**config.mk**
```make
export PLATFORM = sky130hd
export DESIGN_NAME = pwm_wb_regs
export DESIGN_NICKNAME = d
export VERILOG_FILES = /design/src/rtl/pwm_wb_regs.sv
export SDC_FILE = /design/constraint.sdc
export NUM_CORES = 1
export LEC_CHECK = 0
export ABC_AREA = 1
export BUFFER_PORTS_ARGS = -buffer_cell sky130_fd_sc_hd__buf_2
export CORE_MARGIN = 1
export CORE_UTILIZATION = 50
export CTS_BUF_LIST = sky130_fd_sc_hd__clkbuf_4 sky130_fd_sc_hd__clkbuf_8
export CTS_CLUSTER_SIZE = 30
export DETAILED_ROUTE_END_ITERATION = 6
export PLACE_DENSITY_LB_ADDON = 0.08
export SLEW_MARGIN = 20
export SYNTH_ARGS = -nofsm -noshare
export SYNTH_HDL_FRONTEND = slang
export SYNTH_SLANG_ARGS = --single-unit
```
**constraint.sdc**
```tcl
create_clock -name clk -period 6.3 [get_ports clk]
set_input_delay 0.945 -clock clk [delete_from_list [all_inputs] [get_ports clk]]
set_output_delay 0.945 -clock clk [all_outputs]
set_load 0.05 [all_outputs]
```
**src/rtl/pwm_wb_regs.sv**
```systemverilog
// Wishbone classic register bank feeding pwm_core. PERIOD/DUTY are staged and
// copied to the live outputs only at a period boundary, so o_pwm never glitches.
module pwm_wb_regs #(
    parameter int DW         = 16,
    parameter int RST_PERIOD = 100,
    parameter int RST_DUTY   = 0
) (
    input  logic          clk,
    input  logic          rst,
    input  logic          wb_cyc_i,
    input  logic          wb_stb_i,
    input  logic          wb_we_i,
    input  logic [3:0]    wb_adr_i,
    input  logic [DW-1:0] wb_dat_i,
    output logic [DW-1:0] wb_dat_o,
    output logic          wb_ack_o,
    input  logic          period_end,
    output logic          pwm_core_EN,
    output logic          main_counter_EN,
    output logic          o_pwm_EN,
    output logic          duty_sel,
    output logic [DW-1:0] period_reg,
    output logic [DW-1:0] duty_reg,
    output logic          irq
);
    typedef enum logic {IDLE, ACK} state_t;

    state_t        state, state_nxt;
    logic          irq_en, pending, duty_clamped;
    logic [DW-1:0] period_stg, duty_stg, period_nxt, duty_nxt, rdata;
    logic          access, wr_ctrl, wr_period, wr_duty, wr_status;
    logic          force_upd, clamp_set, xfer;
    logic          unused_adr;

    assign unused_adr = &{1'b0, wb_adr_i[1:0]};

    assign access    = (state == IDLE) && wb_cyc_i && wb_stb_i;
    assign wr_ctrl   = access && wb_we_i && (wb_adr_i[3:2] == 2'd0);
    assign wr_period = access && wb_we_i && (wb_adr_i[3:2] == 2'd1);
    assign wr_duty   = access && wb_we_i && (wb_adr_i[3:2] == 2'd2);
    assign wr_status = access && wb_we_i && (wb_adr_i[3:2] == 2'd3);
    assign force_upd = wr_ctrl && wb_dat_i[4];

    // Transfer looks at the pending flag before this edge; a staging write in
    // the same cycle rides along because live takes the post-write values.
    assign xfer = force_upd || (pending && (period_end || !main_counter_EN));

    assign wb_ack_o = (state == ACK);
    assign irq      = duty_clamped && irq_en;

    always_ff @(posedge clk or posedge rst) begin
        if (rst) state <= IDLE;
        else     state <= state_nxt;
    end

    always_comb begin
        state_nxt = state;
        case (state)
            IDLE:    if (wb_cyc_i && wb_stb_i) state_nxt = ACK;
            ACK:     state_nxt = IDLE;
            default: state_nxt = IDLE;
        endcase
    end

    // Clamp to duty <= period inside the write cycle itself.
    always_comb begin
        period_nxt = period_stg;
        duty_nxt   = duty_stg;
        clamp_set  = 1'b0;
        if (wr_period) begin
            period_nxt = wb_dat_i;
            if (wb_dat_i < duty_stg) begin
                duty_nxt  = wb_dat_i;
                clamp_set = 1'b1;
            end
        end
        if (wr_duty) begin
            if (wb_dat_i > period_stg) begin
                duty_nxt  = period_stg;
                clamp_set = 1'b1;
            end else begin
                duty_nxt = wb_dat_i;
            end
        end
    end

    always_comb begin
        rdata = '0;
        case (wb_adr_i[3:2])
            2'd0: rdata[5:0] = {irq_en, 1'b0, duty_sel, o_pwm_EN, main_counter_EN, pwm_core_EN};
            2'd1: rdata = period_stg;
            2'd2: rdata = duty_stg;
            2'd3: rdata[1:0] = {duty_clamped, pending};
            default: rdata = '0;
        endcase
    end

    always_ff @(posedge clk or posedge rst) begin
        if (rst) begin
            wb_dat_o        <= '0;
            pwm_core_EN     <= 1'b0;
            main_counter_EN <= 1'b0;
            o_pwm_EN        <= 1'b0;
            duty_sel        <= 1'b0;
            irq_en          <= 1'b0;
            pending         <= 1'b0;
            duty_clamped    <= 1'b0;
            period_stg      <= DW'(RST_PERIOD);
            duty_stg        <= DW'(RST_DUTY);
            period_reg      <= DW'(RST_PERIOD);
            duty_reg        <= DW'(RST_DUTY);
        end else begin
            wb_dat_o <= (access && !wb_we_i) ? rdata : '0;
            if (wr_ctrl) begin
                pwm_core_EN     <= wb_dat_i[0];
                main_counter_EN <= wb_dat_i[1];
                o_pwm_EN        <= wb_dat_i[2];
                duty_sel        <= wb_dat_i[3];
                irq_en          <= wb_dat_i[5];
            end
            period_stg <= period_nxt;
            duty_stg   <= duty_nxt;
            if (xfer) begin
                period_reg <= period_nxt;
                duty_reg   <= duty_nxt;
                pending    <= 1'b0;
            end else if (wr_period || wr_duty) begin
                pending <= 1'b1;
            end
            // A fresh clamp beats a simultaneous W1C.
            if (clamp_set)                      duty_clamped <= 1'b1;
            else if (wr_status && wb_dat_i[1]) duty_clamped <= 1'b0;
        end
    end
endmodule

```
## Word-level counts from Yosys, hierarchy flattened

Cells that the tools add are included.

| storage, ports and cells | value |
|---|---|
| register bits | 88 |
| input bits | 26 |
| output and inout port bits | 54 |
| logic and storage cells | 59 |

| cells by class | value |
|---|---|
| magnitude comparators | 2 |
| equality and inequality tests | 3 |
| muxes and demuxes | 19 |
| bitwise logic cells | 1 |
| reduce and logical (&&, ||, !) cells | 21 |

Operator list:

| kind | number |
|---|---|
| 16-bit 2-to-1 mux | 6 |
| 10-bit one-hot mux with 2 select lines | 1 |
| 16-bit > comparator | 1 |
| 16-bit less-than comparator | 1 |
| 1-bit logical AND | 13 |
| 4-bit one-hot mux with 3 select lines | 1 |
| 1-bit 2-to-1 mux | 9 |
| 2-bit one-hot mux with 4 select lines | 1 |
| 2-bit equality test, second input constant | 2 |
| 2-bit nonzero test | 2 |
| 1-bit logical OR | 3 |
| 2-bit by 1-bit equality test with 1-bit output, second input constant | 1 |
| 1-bit logical NOT | 2 |
| 2-bit logical NOT | 1 |
| 1-bit one-hot mux with 2 select lines | 1 |
| 1-bit NOT | 1 |

## Longest topological paths before layout

Gate-level depths: netlist of the first run.

| logic depth | value |
|---|---|
| depth after elaboration | 9 |
| mapped depth | 17 |
| mapped depth without buffers | 16 |

## Worst setup path after synthesis of the first run

Ideal clock, no wire load.

| timing path | value |
|---|---|
| path type | input -> register |
| start point | in wb_dat_i[15] |
| end point | reg duty_stg[0] |
| setup time | 0.119 ns |
| data arrival time | 2.354 ns |
| data required time | 6.181 ns |
| slack | 3.827 ns |
| cell stages on the path | 8 |
| path buffers | 1 |
| cell sequence | ha_1 > nand2_1 > nor3_1 > nand4_1 > clkbuf_1 > nand3_1 > nand3_1 > and2_1 |

| between the ends | value |
|---|---|
| word-level cells in the longest chain between the ends | 4 |
| elaborated cells on any way between the ends | 6 |
| those cells by class | 2 x order compare; 4 x mux |

RTL lines:

| element | RTL line | text |
|---|---|---|
| from (decl) | 14 | `input logic [DW-1:0] wb_dat_i,` |
| 16-bit less-than comparator | 72 | `if (wb_dat_i < duty_stg) begin` |
| 16-bit 2-to-1 mux | 72 |  |
| 16-bit 2-to-1 mux | 70 | `if (wr_period) begin` |
| 16-bit 2-to-1 mux * | 77 | `if (wr_duty) begin` |
| named net duty_nxt[0] | 30 | `logic [DW-1:0] period_stg, duty_stg, period_nxt, duty_nxt, rdata;` |
| to (signal assigned) | 109 | `duty_stg <= DW'(RST_DUTY);` |
| to (signal assigned) | 122 | `duty_stg <= duty_nxt;` |
| to (decl) | 30 |  |

Mark *: on every way through the listed nets, which the timed path passes. The rest lies on a longest branch.
A chain may end at the register's enable or synchronous reset.

## Final worst setup path of the first run

| timing path | value |
|---|---|
| start point | in wb_adr_i[2] |
| end point | reg duty_reg[4] |

| between the ends | value |
|---|---|
| word-level cells in the longest chain between the ends | 4 |
| elaborated cells on any way between the ends | 10 |
| those cells by class | 2 x eq/ne; 2 x mux; 6 x reduce/logical |

RTL lines:

| element | RTL line | text |
|---|---|---|
| from (decl) | 13 | `input logic [3:0] wb_adr_i,` |
| 2-bit by 1-bit equality test with 1-bit output or 2-bit logical NOT (tied branches) | 39, 38 |  |
| 1-bit logical AND, on equally long branches | 39, 38 |  |
| 16-bit 2-to-1 mux or 1-bit logical AND (tied branches) | 70, 42 |  |
| 16-bit 2-to-1 mux or 1-bit logical OR (tied branches) | 77, 46 |  |
| to (signal assigned) | 111 | `duty_reg <= DW'(RST_DUTY);` |
| to (signal assigned) | 125 | `duty_reg <= duty_nxt;` |
| to (decl) | 23 | `output logic [DW-1:0] duty_reg,` |

Several ways; a longest one is shown, not always the timed one.

==> results_dict.tcl, run 1 <==
set metrics [dict create \
    vias_in_the_first_global_route 3970 \
    wirelength_mm 12.0 \
    post_synth_main_area_contributors "sky130_fd_sc_hd__dfrtp_1 43%, sky130_fd_sc_hd__nand2_1 15%, sky130_fd_sc_hd__ha_1 9.7%" \
    final_min_period_over_clock_period_pct 54.9 \
    synth_nets 648 \
    finalHoldViolations 0 \
    grt_pass1_wl_mm 19.9 \
    clock_period_minus_final_worst_setup_slack_ns 3.46 \
    required_ns 6.59 \
    area_growth_pct 14.5 \
    drtPass1Iterations 4 \
    synthDominantCellAreaShare_pct 43.1 \
    max_slew_margin_pct 41.3 \
    tritoncts "done" \
    route.detailed.wl_per_inst_um 15.3 \
    dpl.cell_count 773 \
    overflow 0 \
    largest_net_degree_at_the_start_of_global_routing 59 \
    multi_input_comb_area_um2 2240 \
    die-height_um 99.6 \
    antennaDiodeCount 0 \
    root_buf_cell "sky130_fd_sc_hd__clkbuf_8" \
    place.detailed.hpwl_mm 8.29 \
    synth.largest_area_cell "sky130_fd_sc_hd__dfrtp_1" \
    fmaxAchievable_mhz 289 \
    rsz0062_at_grt "no" \
    cp_data_arrival_time_ns 3.75 \
    post_synth_instance_area_um2 4760 \
    setup_viol 0 \
    buffers_added_on_ports 77 \
    run_status "complete, no violations" \
    floorplan.rows 35 \
    gr-usage-all-layers_pct 26.1 \
    critical_path.max_fanout 18 \
    drv_cap 0 \
    yosys_warning_total 0 \
    io_pins 80 \
    holdCritPathClass "reg -> reg" \
    clock_path_buffers 2 \
    cp-end-kind "flop" \
    total_power_mw 2.45 \
    netlist-cell-type-count 30 \
    drt_drc_violations_left 0 \
    worst_clock_skew_ns 0.0161 \
    cts-hold-fix-buffers 0 \
    cts.sinks 88 \
    powerDensity_nw_per_um2 450 \
    first_iter_violations 202 \
    final_nets 718 \
    drv_slew 0 \
    yosysSeqAreaShare_pct 46.4 \
    cts-buffers-inserted 9 \
    path_clk_slew_ns 0.09 \
    power_leakage_nw 2.90 \
    layout.filler_cells 889 \
    cts.repair_timing.setup_buffer_count 0 \
    cts_resized 0 \
    hold_ws_ns 0.468 \
    seqCellArea_um2 2210 \
    drive_above_1_share_pct 17.3 \
    ys_seq_elements 88 \
    worst-slew-pin-transition_ns 0.878 \
    ant_nets 0 \
    die_x_um 99.6 \
    htreeDepth 3 \
    worst_skew_pair.late_latency_ns 0.36 \
    vdd.ir_drop.worst_mv 0.284 \
    fin_tns_setup_ns 0 \
    timing.setup.critical_path_class "in -> reg" \
    design.die.area_um2 9910 \
    final_standard_cell_count_with_taps_included_and_fillers_excluded 789 \
    via_count 4168 \
    routability_driven_placement_congestion_ratio 0.856 \
    postSynthCellCount 585 \
    detail_route.vias_per_cell 5.28 \
    initial_antenna_violation_count 0 \
    startpoint_type "primary input" \
    initial_core_util_pct 51.5 \
    avgSynthCellArea_um2 8.13 \
    core_area_um2 9240 \
]
## cells by family (layout without fill, tap and decap cells)
family	count (synthesis)	count (layout)	synth area share, %
DFF	88	88	46.4
AOI/OAI and AO/OA	65	65	7.13
muxes	1	1	0.237
adders and majority gates	37	37	9.73
and+or+nand+nor	317	317	29.9
buffers and inverters	77	152	6.55
## per-stage QoR
stage          setup WS, ns  utilization (%)  cell area, um^2
6_report               2.84             59.0             5450
2_1_floorplan          3.09                -             4760
3_3_place_gp           2.57             56.5             5220
5_1_grt                2.66             59.0             5450
4_1_cts                2.87             59.0             5450
3_5_place_dp           2.50             56.5             5220
## cells in the mapped netlist, drive strengths merged
cell type,number
nand2,199
dfrtp,82
nand3,81
inv,56
ha,37
a21oi,31
o21ai,26
and2,16
nor2,14
buf,10
clkbuf,10
dfstp,6
a31oi,3
nand4,3
nor3,3
o21a,2
o22ai,2
clkinv,1
mux2,1
nor4,1
o211ai,1
## final timing paths
kind | from | endpoint | slack [ns] | cells past startpoint
setup / recovery | wb_adr_i[2] | duty_reg[4]$_DFFE_PP0N_ | 2.84 | 9
hold / removal | period_reg[5]$_DFFE_PP1N_ | period_reg[5]$_DFFE_PP1N_ | 0.47 | 2
setup reg to reg | period_stg[11]$_DFF_PP0_ | duty_reg[4]$_DFFE_PP0N_ | 3.17 | 10
hold reg to reg | period_reg[5]$_DFFE_PP1N_ | period_reg[5]$_DFFE_PP1N_ | 0.47 | 2
max in group asynchronous | rst | duty_reg[2]$_DFFE_PP0N_ | 4.56 | 3
min in group asynchronous | rst | wb_dat_o[3]$_DFF_PP0_ | 0.59 | 2
## worst max-delay path, stage by stage
cell	delay, ns
sky130_fd_sc_hd__buf_2	0.12
sky130_fd_sc_hd__inv_1	0.10
sky130_fd_sc_hd__ha_1	0.65
sky130_fd_sc_hd__inv_1	0.17
sky130_fd_sc_hd__nor2_4	0.46
sky130_fd_sc_hd__clkinv_1	0.66
sky130_fd_sc_hd__nand3_1	0.31
sky130_fd_sc_hd__nand3_1	0.19
sky130_fd_sc_hd__nand2_1	0.12
## cell usage in the layout, fill, tap and decap left out, types with 2 or more instances in the layout
cell type | netlist | layout
sky130_fd_sc_hd__a31oi_1 | 3 | 3
sky130_fd_sc_hd__nand2_4 | 2 | 2
sky130_fd_sc_hd__nor2_8 | 2 | 2
sky130_fd_sc_hd__nor3_1 | 2 | 2
sky130_fd_sc_hd__ha_1 | 37 | 37
sky130_fd_sc_hd__nand2_1 | 195 | 195
sky130_fd_sc_hd__dfstp_2 | 6 | 6
sky130_fd_sc_hd__clkbuf_8 | 0 | 9
sky130_fd_sc_hd__inv_6 | 0 | 2
sky130_fd_sc_hd__a21oi_1 | 31 | 31
sky130_fd_sc_hd__dfrtp_1 | 82 | 82
sky130_fd_sc_hd__and2_1 | 16 | 16
sky130_fd_sc_hd__nor2_1 | 10 | 10
sky130_fd_sc_hd__buf_4 | 2 | 2
sky130_fd_sc_hd__nand2_2 | 2 | 2
sky130_fd_sc_hd__buf_2 | 6 | 77
sky130_fd_sc_hd__nor2_4 | 2 | 2
sky130_fd_sc_hd__clkinv_2 | 0 | 2
sky130_fd_sc_hd__o22ai_1 | 2 | 2
sky130_fd_sc_hd__o21a_1 | 2 | 2
sky130_fd_sc_hd__bufinv_16 | 0 | 2
sky130_fd_sc_hd__o21ai_0 | 26 | 26
sky130_fd_sc_hd__inv_1 | 54 | 53
sky130_fd_sc_hd__inv_2 | 2 | 2
sky130_fd_sc_hd__nand4_1 | 3 | 3
sky130_fd_sc_hd__nand3_1 | 81 | 81
## power breakdown
| group | internal (mW) | switching (mW) |
|---|---|---|
| clock network | 0.228 | 0.220 |
| logic | 0.305 | 0.814 |
| registers | 0.764 | 0.122 |
## layout make-up
| cell class | instances | area share, % |
|---|---|---|
| clock inverters | 7 | 1.86 |
| clock buffers | 9 | 2.27 |
| multi-input cells | 420 | 41.1 |
| well taps | 129 | 2.96 |
| flip-flops and latches | 88 | 40.6 |
| inverters | 57 | 3.95 |
| repair buffers | 79 | 7.35 |
## per-layer routing
layer | GRT usage (%) | vias up | share of wire [%]
met5 | 0 | - | 0
met4 | 7.92 | 0 | 1.2
met1 | 38.2 | 1992 | 49
met2 | 40.7 | 130 | 45
li1 | - | 2031 | -
met3 | 3.16 | 15 | 4.6
(Power assumes the default switching activity.)
==> run 2, diff against run 1 <==
clock period = 3.3 ns   (was 6.3 ns; I/O delays follow)
==> results_dict.tcl, run 2 (same netlist as run 1, synthesis figures left out) <==
set metrics [dict create \
    power_leakage_nw 2.93 \
    drive_above_1_share_pct 18.4 \
    drv_slew 0 \
    htreeDepth 3 \
    detail_route.vias_per_cell 5.20 \
    mostFrequentLayoutCells "195 x sky130_fd_sc_hd__nand2_1, 82 x sky130_fd_sc_hd__dfrtp_1, 81 x sky130_fd_sc_hd__nand3_1" \
    critical_path_cell_with_the_highest_stage_delay "sky130_fd_sc_hd__dfrtp_1" \
    grt_pass1_wl_mm 20.3 \
    worst-slew-pin-transition_ns 0.565 \
    layout.filler_cells 853 \
    initial_antenna_violation_count 0 \
    routability_driven_placement_congestion_ratio 0.889 \
    design.die.area_um2 9910 \
    first_iter_violations 199 \
    dpl_cell_area_um2 5290 \
    run_status "complete, no violations" \
    critical_path.max_fanout 17 \
    stdcell_area_um2 5490 \
    final_min_period_over_clock_period_pct 67.0 \
    cts.repair_timing.setup_buffer_count 0 \
    route.met2.wl_mm 5.54 \
    drt_drc_violations_left 0 \
    startpoint_type "flop" \
    setup_viol 0 \
    overflow 0 \
    clock_period_minus_final_worst_setup_slack_ns 2.21 \
    cts-hold-fix-buffers 0 \
    initial_core_util_pct 51.5 \
    cp-end-kind "flop" \
    dr.max_layer_used "met4" \
    reg2regPathDepth 11 \
    final_nets 727 \
    drtPass1Iterations 5 \
    max_slew_margin_pct 62.3 \
    buffers_added_on_ports 77 \
    largest_net_degree_at_the_start_of_global_routing 39 \
    vias_in_the_first_global_route 4146 \
    io_pins 80 \
    place.detailed.hpwl_mm 8.62 \
    timing.setup.critical_path_class "reg -> reg" \
    cts.sinks 88 \
    vdd.ir_drop.worst_mv 0.566 \
    met3_length_um 813 \
    worst_skew_pair.late_latency_ns 0.36 \
    finalHoldViolations 0 \
    holdCritPathClass "in -> async" \
    max_stage_delay_ns 0.38 \
    hold_ws_ns 0.0634 \
    core_area_um2 9240 \
    worst_clock_skew_ns 0.0155 \
    fin_tns_setup_ns 0 \
    critPathTopFamily "simple AND/OR/NAND/NOR gates" \
    cts-buffers-inserted 9 \
    worst-path-stages 11 \
    clock_path_buffers 2 \
    cp_data_arrival_time_ns 2.45 \
    die_x_um 99.6 \
    area_growth_pct 15.4 \
    antennaDiodeCount 0 \
    ant_nets 0 \
    rsz0062_at_grt "no" \
    worstPathBufferInverterCount 1 \
    path_clk_slew_ns 0.10 \
    route.detailed.wl_per_inst_um 15.3 \
    floorplan.rows 35 \
    fmaxAchievable_mhz 452 \
    via_count 4148 \
    cts_resized 0 \
    powerDensity_nw_per_um2 842 \
    die-height_um 99.6 \
    r2r_slack_ns 1.09 \
    required_ns 3.54 \
    root_buf_cell "sky130_fd_sc_hd__clkbuf_8" \
    drv_cap 0 \
    tritoncts "done" \
    wirelength_mm 12.2 \
    gr-usage-all-layers_pct 26.6 \
    layout.cells.most_common "sky130_fd_sc_hd__nand2_1" \
    worstPathCellList "inv_1 > ha_1 > a21oi_1 > o21a_1 > nand2_2 > nor2_8 > nand2_4 > nand2_1 > nand3_1 > nand3_1 > nand2_1" \
    wl_met1_mm 5.68 \
]
[run 2: cell count changes in the layout (fill, tap and decap cells not counted)]
cell / previous run / this run
sky130_fd_sc_hd__bufinv_16: 2 / 1
sky130_fd_sc_hd__clkinv_4: 0 / 2
sky130_fd_sc_hd__clkbuf_4: 0 / 1
sky130_fd_sc_hd__buf_4: 2 / 11
sky130_fd_sc_hd__inv_8: 1 / 0
sky130_fd_sc_hd__inv_6: 2 / 1
[run 2: path summary, 6_finish.rpt]
path	from	to
max	duty_stg[15]$_DFF_PP0_	duty_reg[4]$_DFFE_PP0N_
min	rst	duty_stg[12]$_DFF_PP0_
max reg2reg	duty_stg[15]$_DFF_PP0_	duty_reg[4]$_DFFE_PP0N_
min reg2reg	period_reg[5]$_DFFE_PP1N_	period_reg[5]$_DFFE_PP1N_
max in group asynchronous	rst	period_reg[6]$_DFFE_PP1N_
min in group clk	wb_stb_i	wb_ack_o$_DFF_PP0_
[run 2: power breakdown]
part / switching [mW] / total, mW / internal, mW
clock: 0.417 / 0.780 / 0.363
sequential: 0.236 / 1.70 / 1.46
combinational: 1.55 / 2.15 / 0.594
total: 2.21 / 4.62 / 2.42
[run 2: cell type report]
type	count	area, um^2	share of cell area [%]
Timing Repair Buffer	88	468	8.52
Sequential cell	88	2210	40.2
Clock inverter	6	68.8	1.25
Multi-Input combinational cell	420	2240	40.7
Inverter	57	215	3.92
Clock buffer	10	131	2.39
Tap cell	129	161	2.94
[run 2: stage by stage]
step	total power, mW	instances	setup WS [ns]	utilization, %
floorplan	3.32	585	0.536	-
global placement	3.80	782	0.896	57.3
detailed placement	3.85	782	0.783	57.3
CTS	4.63	798	1.03	59.4
global route	4.95	798	0.830	59.4
finish	4.62	798	1.09	59.4
[run 2: worst register-to-register path, stage by stage (launching register included)]
cell                      delay (ns)
sky130_fd_sc_hd__dfrtp_1        0.38
sky130_fd_sc_hd__inv_1          0.05
sky130_fd_sc_hd__ha_1           0.30
sky130_fd_sc_hd__a21oi_1        0.17
sky130_fd_sc_hd__o21a_1         0.17
sky130_fd_sc_hd__nand2_2        0.09
sky130_fd_sc_hd__nor2_8         0.28
sky130_fd_sc_hd__nand2_4        0.22
sky130_fd_sc_hd__nand2_1        0.11
sky130_fd_sc_hd__nand3_1        0.08
sky130_fd_sc_hd__nand3_1        0.16
sky130_fd_sc_hd__nand2_1        0.07
[run 2: metal layers]
layer	vias up	GRT usage (%)
li1	2047	-
met4	0	9.28
met1	1945	38.1
met3	14	3.58
met2	142	41.5
met5	-	0
==> run 3, diff against run 2 <==
clock period = 2.06 ns   (was 3.3 ns; I/O delays follow)
==> results_dict.tcl, run 3 (same netlist as run 1, synthesis figures left out) <==
set metrics [dict create \
    floorplan.rows 35 \
    power.share.switching_pct 46.3 \
    htreeDepth 3 \
    final_min_period_over_clock_period_pct 99.4 \
    timing.setup.critical_path_class "reg -> reg" \
    io_pins 80 \
    max_slew_margin_pct 57.6 \
    cts-buffers-inserted 9 \
    place.detailed.hpwl_mm 9.17 \
    clock_period_minus_final_worst_setup_slack_ns 2.05 \
    worst_skew_pair.late_latency_ns 0.36 \
    power_leakage_nw 3.17 \
    drv_cap 0 \
    core_area_um2 9240 \
    die_x_um 99.6 \
    cp-end-kind "flop" \
    via_count 4432 \
    drive_above_1_share_pct 30.0 \
    share_seq_of_total_power_pct 34.1 \
    max_stage_delay_ns 0.55 \
    detail_route.vias_per_cell 5.32 \
    rsz0062_at_grt "yes" \
    layout.cells.most_common "sky130_fd_sc_hd__nand2_1" \
    vias_in_the_first_global_route 4214 \
    drtPass1Iterations 5 \
    worstPathCellList "inv_2 > ha_4 > nand2_1 > nor2_2 > nand2_1 > nand2_1 > nand2_1 > nand2_2 > nand2_4 > buf_4 > nand2_1 > nand3_2 > and2_1" \
    pwr-share-comb_pct 49.0 \
    wirelength_mm 12.9 \
    antennaDiodeCount 0 \
    largest_net_degree_at_the_start_of_global_routing 38 \
    critical_path.max_fanout 5 \
    buffers_added_on_ports 77 \
    internal_power_mw 4.29 \
    critical_path_cell_with_the_highest_stage_delay "sky130_fd_sc_hd__dfstp_2" \
    dpl.cell_count 815 \
    overflow 0 \
    fmaxAchievable_mhz 488 \
    drv_slew 0 \
    initial_antenna_violation_count 0 \
    drt_drc_violations_left 0 \
    finalHoldViolations 0 \
    area_growth_pct 27.6 \
    critPathTopFamily "simple AND/OR/NAND/NOR gates" \
    mostFrequentLayoutCells "182 x sky130_fd_sc_hd__nand2_1, 82 x sky130_fd_sc_hd__dfrtp_1, 77 x sky130_fd_sc_hd__buf_2" \
    startpoint_type "flop" \
    grt_pass1_wl_mm 20.9 \
    gr-usage-all-layers_pct 27.3 \
    vdd.ir_drop.worst_mv 1.00 \
    run_status "complete, no violations" \
    final_standard_cell_count_with_taps_included_and_fillers_excluded 833 \
    initial_core_util_pct 51.5 \
    root_buf_cell "sky130_fd_sc_hd__clkbuf_8" \
    stdcell_area_um2 6070 \
    dpl_cell_area_um2 5590 \
    setup_viol 0 \
    first_iter_violations 244 \
    powerDensity_nw_per_um2 1320 \
    cts.sinks 88 \
    die-height_um 99.6 \
    clock_path_buffers 2 \
    switching_power_mw 3.70 \
    crit_path_frequent_cell "sky130_fd_sc_hd__nand2_1" \
    ant_nets 0 \
    final_nets 762 \
    holdCritPathClass "in -> async" \
    route.detailed.wl_per_inst_um 15.5 \
    clock_power_share_pct 17.0 \
    r2r_slack_ns 0.01 \
    design.die.area_um2 9910 \
    cp_data_arrival_time_ns 2.30 \
    hold_ws_ns 0.0101 \
    routability_driven_placement_congestion_ratio 0.905 \
    tritoncts "done" \
    required_ns 2.31 \
    worst_clock_skew_ns 0.0171 \
    worst-slew-pin-transition_ns 0.634 \
    path_clk_slew_ns 0.10 \
    worstPathBufferInverterCount 2 \
]
run 3: stage by stage:
step	setup slack, ns	total power, mW	setup TNS [ns]	util (%)
final	0.0118	7.99	0	65.7
after global routing	-0.102	8.52	-2.32	65.7
after CTS	0.00189	7.76	0	63.1
after detailed placement	-0.110	6.38	-2.46	60.5
after global placement	-0.0683	6.30	-1.39	60.5
after floorplan	0.0715	5.32	0	-
run 3: worst paths after layout:
| check | start | to | cells past startpoint |
|---|---|---|---|
| hold reg to reg | period_reg[2]$_DFFE_PP1N_ | period_reg[2]$_DFFE_PP1N_ | 2 |
| min in group clk | wb_stb_i | wb_ack_o$_DFF_PP0_ | 3 |
| setup reg to reg | period_stg[5]$_DFF_PP1_ | duty_stg[1]$_DFF_PP0_ | 13 |
| hold / removal | rst | duty_stg[10]$_DFF_PP0_ | 2 |
| setup / recovery | period_stg[5]$_DFF_PP1_ | duty_stg[1]$_DFF_PP0_ | 13 |
| max in group asynchronous | rst | period_reg[5]$_DFFE_PP1N_ | 3 |
run 3: power by group through the flow:
stage	sequential (mW)	clock [mW]	combinational (mW)
floorplan	3.81	0	1.51
global route	2.79	1.44	4.29
global placement	2.72	0	3.58
detailed placement	2.73	0	3.66
CTS	2.71	1.36	3.69
finish	2.72	1.36	3.91
run 3: worst register-to-register path, delay by kind of cell (launching register included):
kind,cells,cell delay [ns]
and+or+nand+nor,10,0.91
buffers and inverters,2,0.21
DFF,1,0.55
adders and majority gates,1,0.26
run 3: what timing repair did:
action	CTS	global route
resized for setup	5	56
setup buffers	0	2
setup endpoints to repair	32	32
hold buffers	0	0
pin swaps	0	23
gates cloned	0	0
run 3: layer usage:
metal | GRT usage [%] | share of wire (%) | wire, um
met1 | 39.2 | 47 | 6030
met2 | 42.3 | 46 | 6010
met3 | 5.41 | 5.7 | 738
met4 | 7.81 | 1.2 | 155
met5 | 0 | 0 | 0
run 3: cell type report:
| type | instances | area [um^2] |
|---|---|---|
| well taps | 129 | 161 |
| multi-input cells | 420 | 2470 |
| repair buffers | 123 | 796 |
| inverters | 57 | 218 |
| clock inverters | 5 | 81.3 |
| clock buffers | 11 | 139 |
| flip-flops and latches | 88 | 2210 |
| fillers | 794 | 3170 |
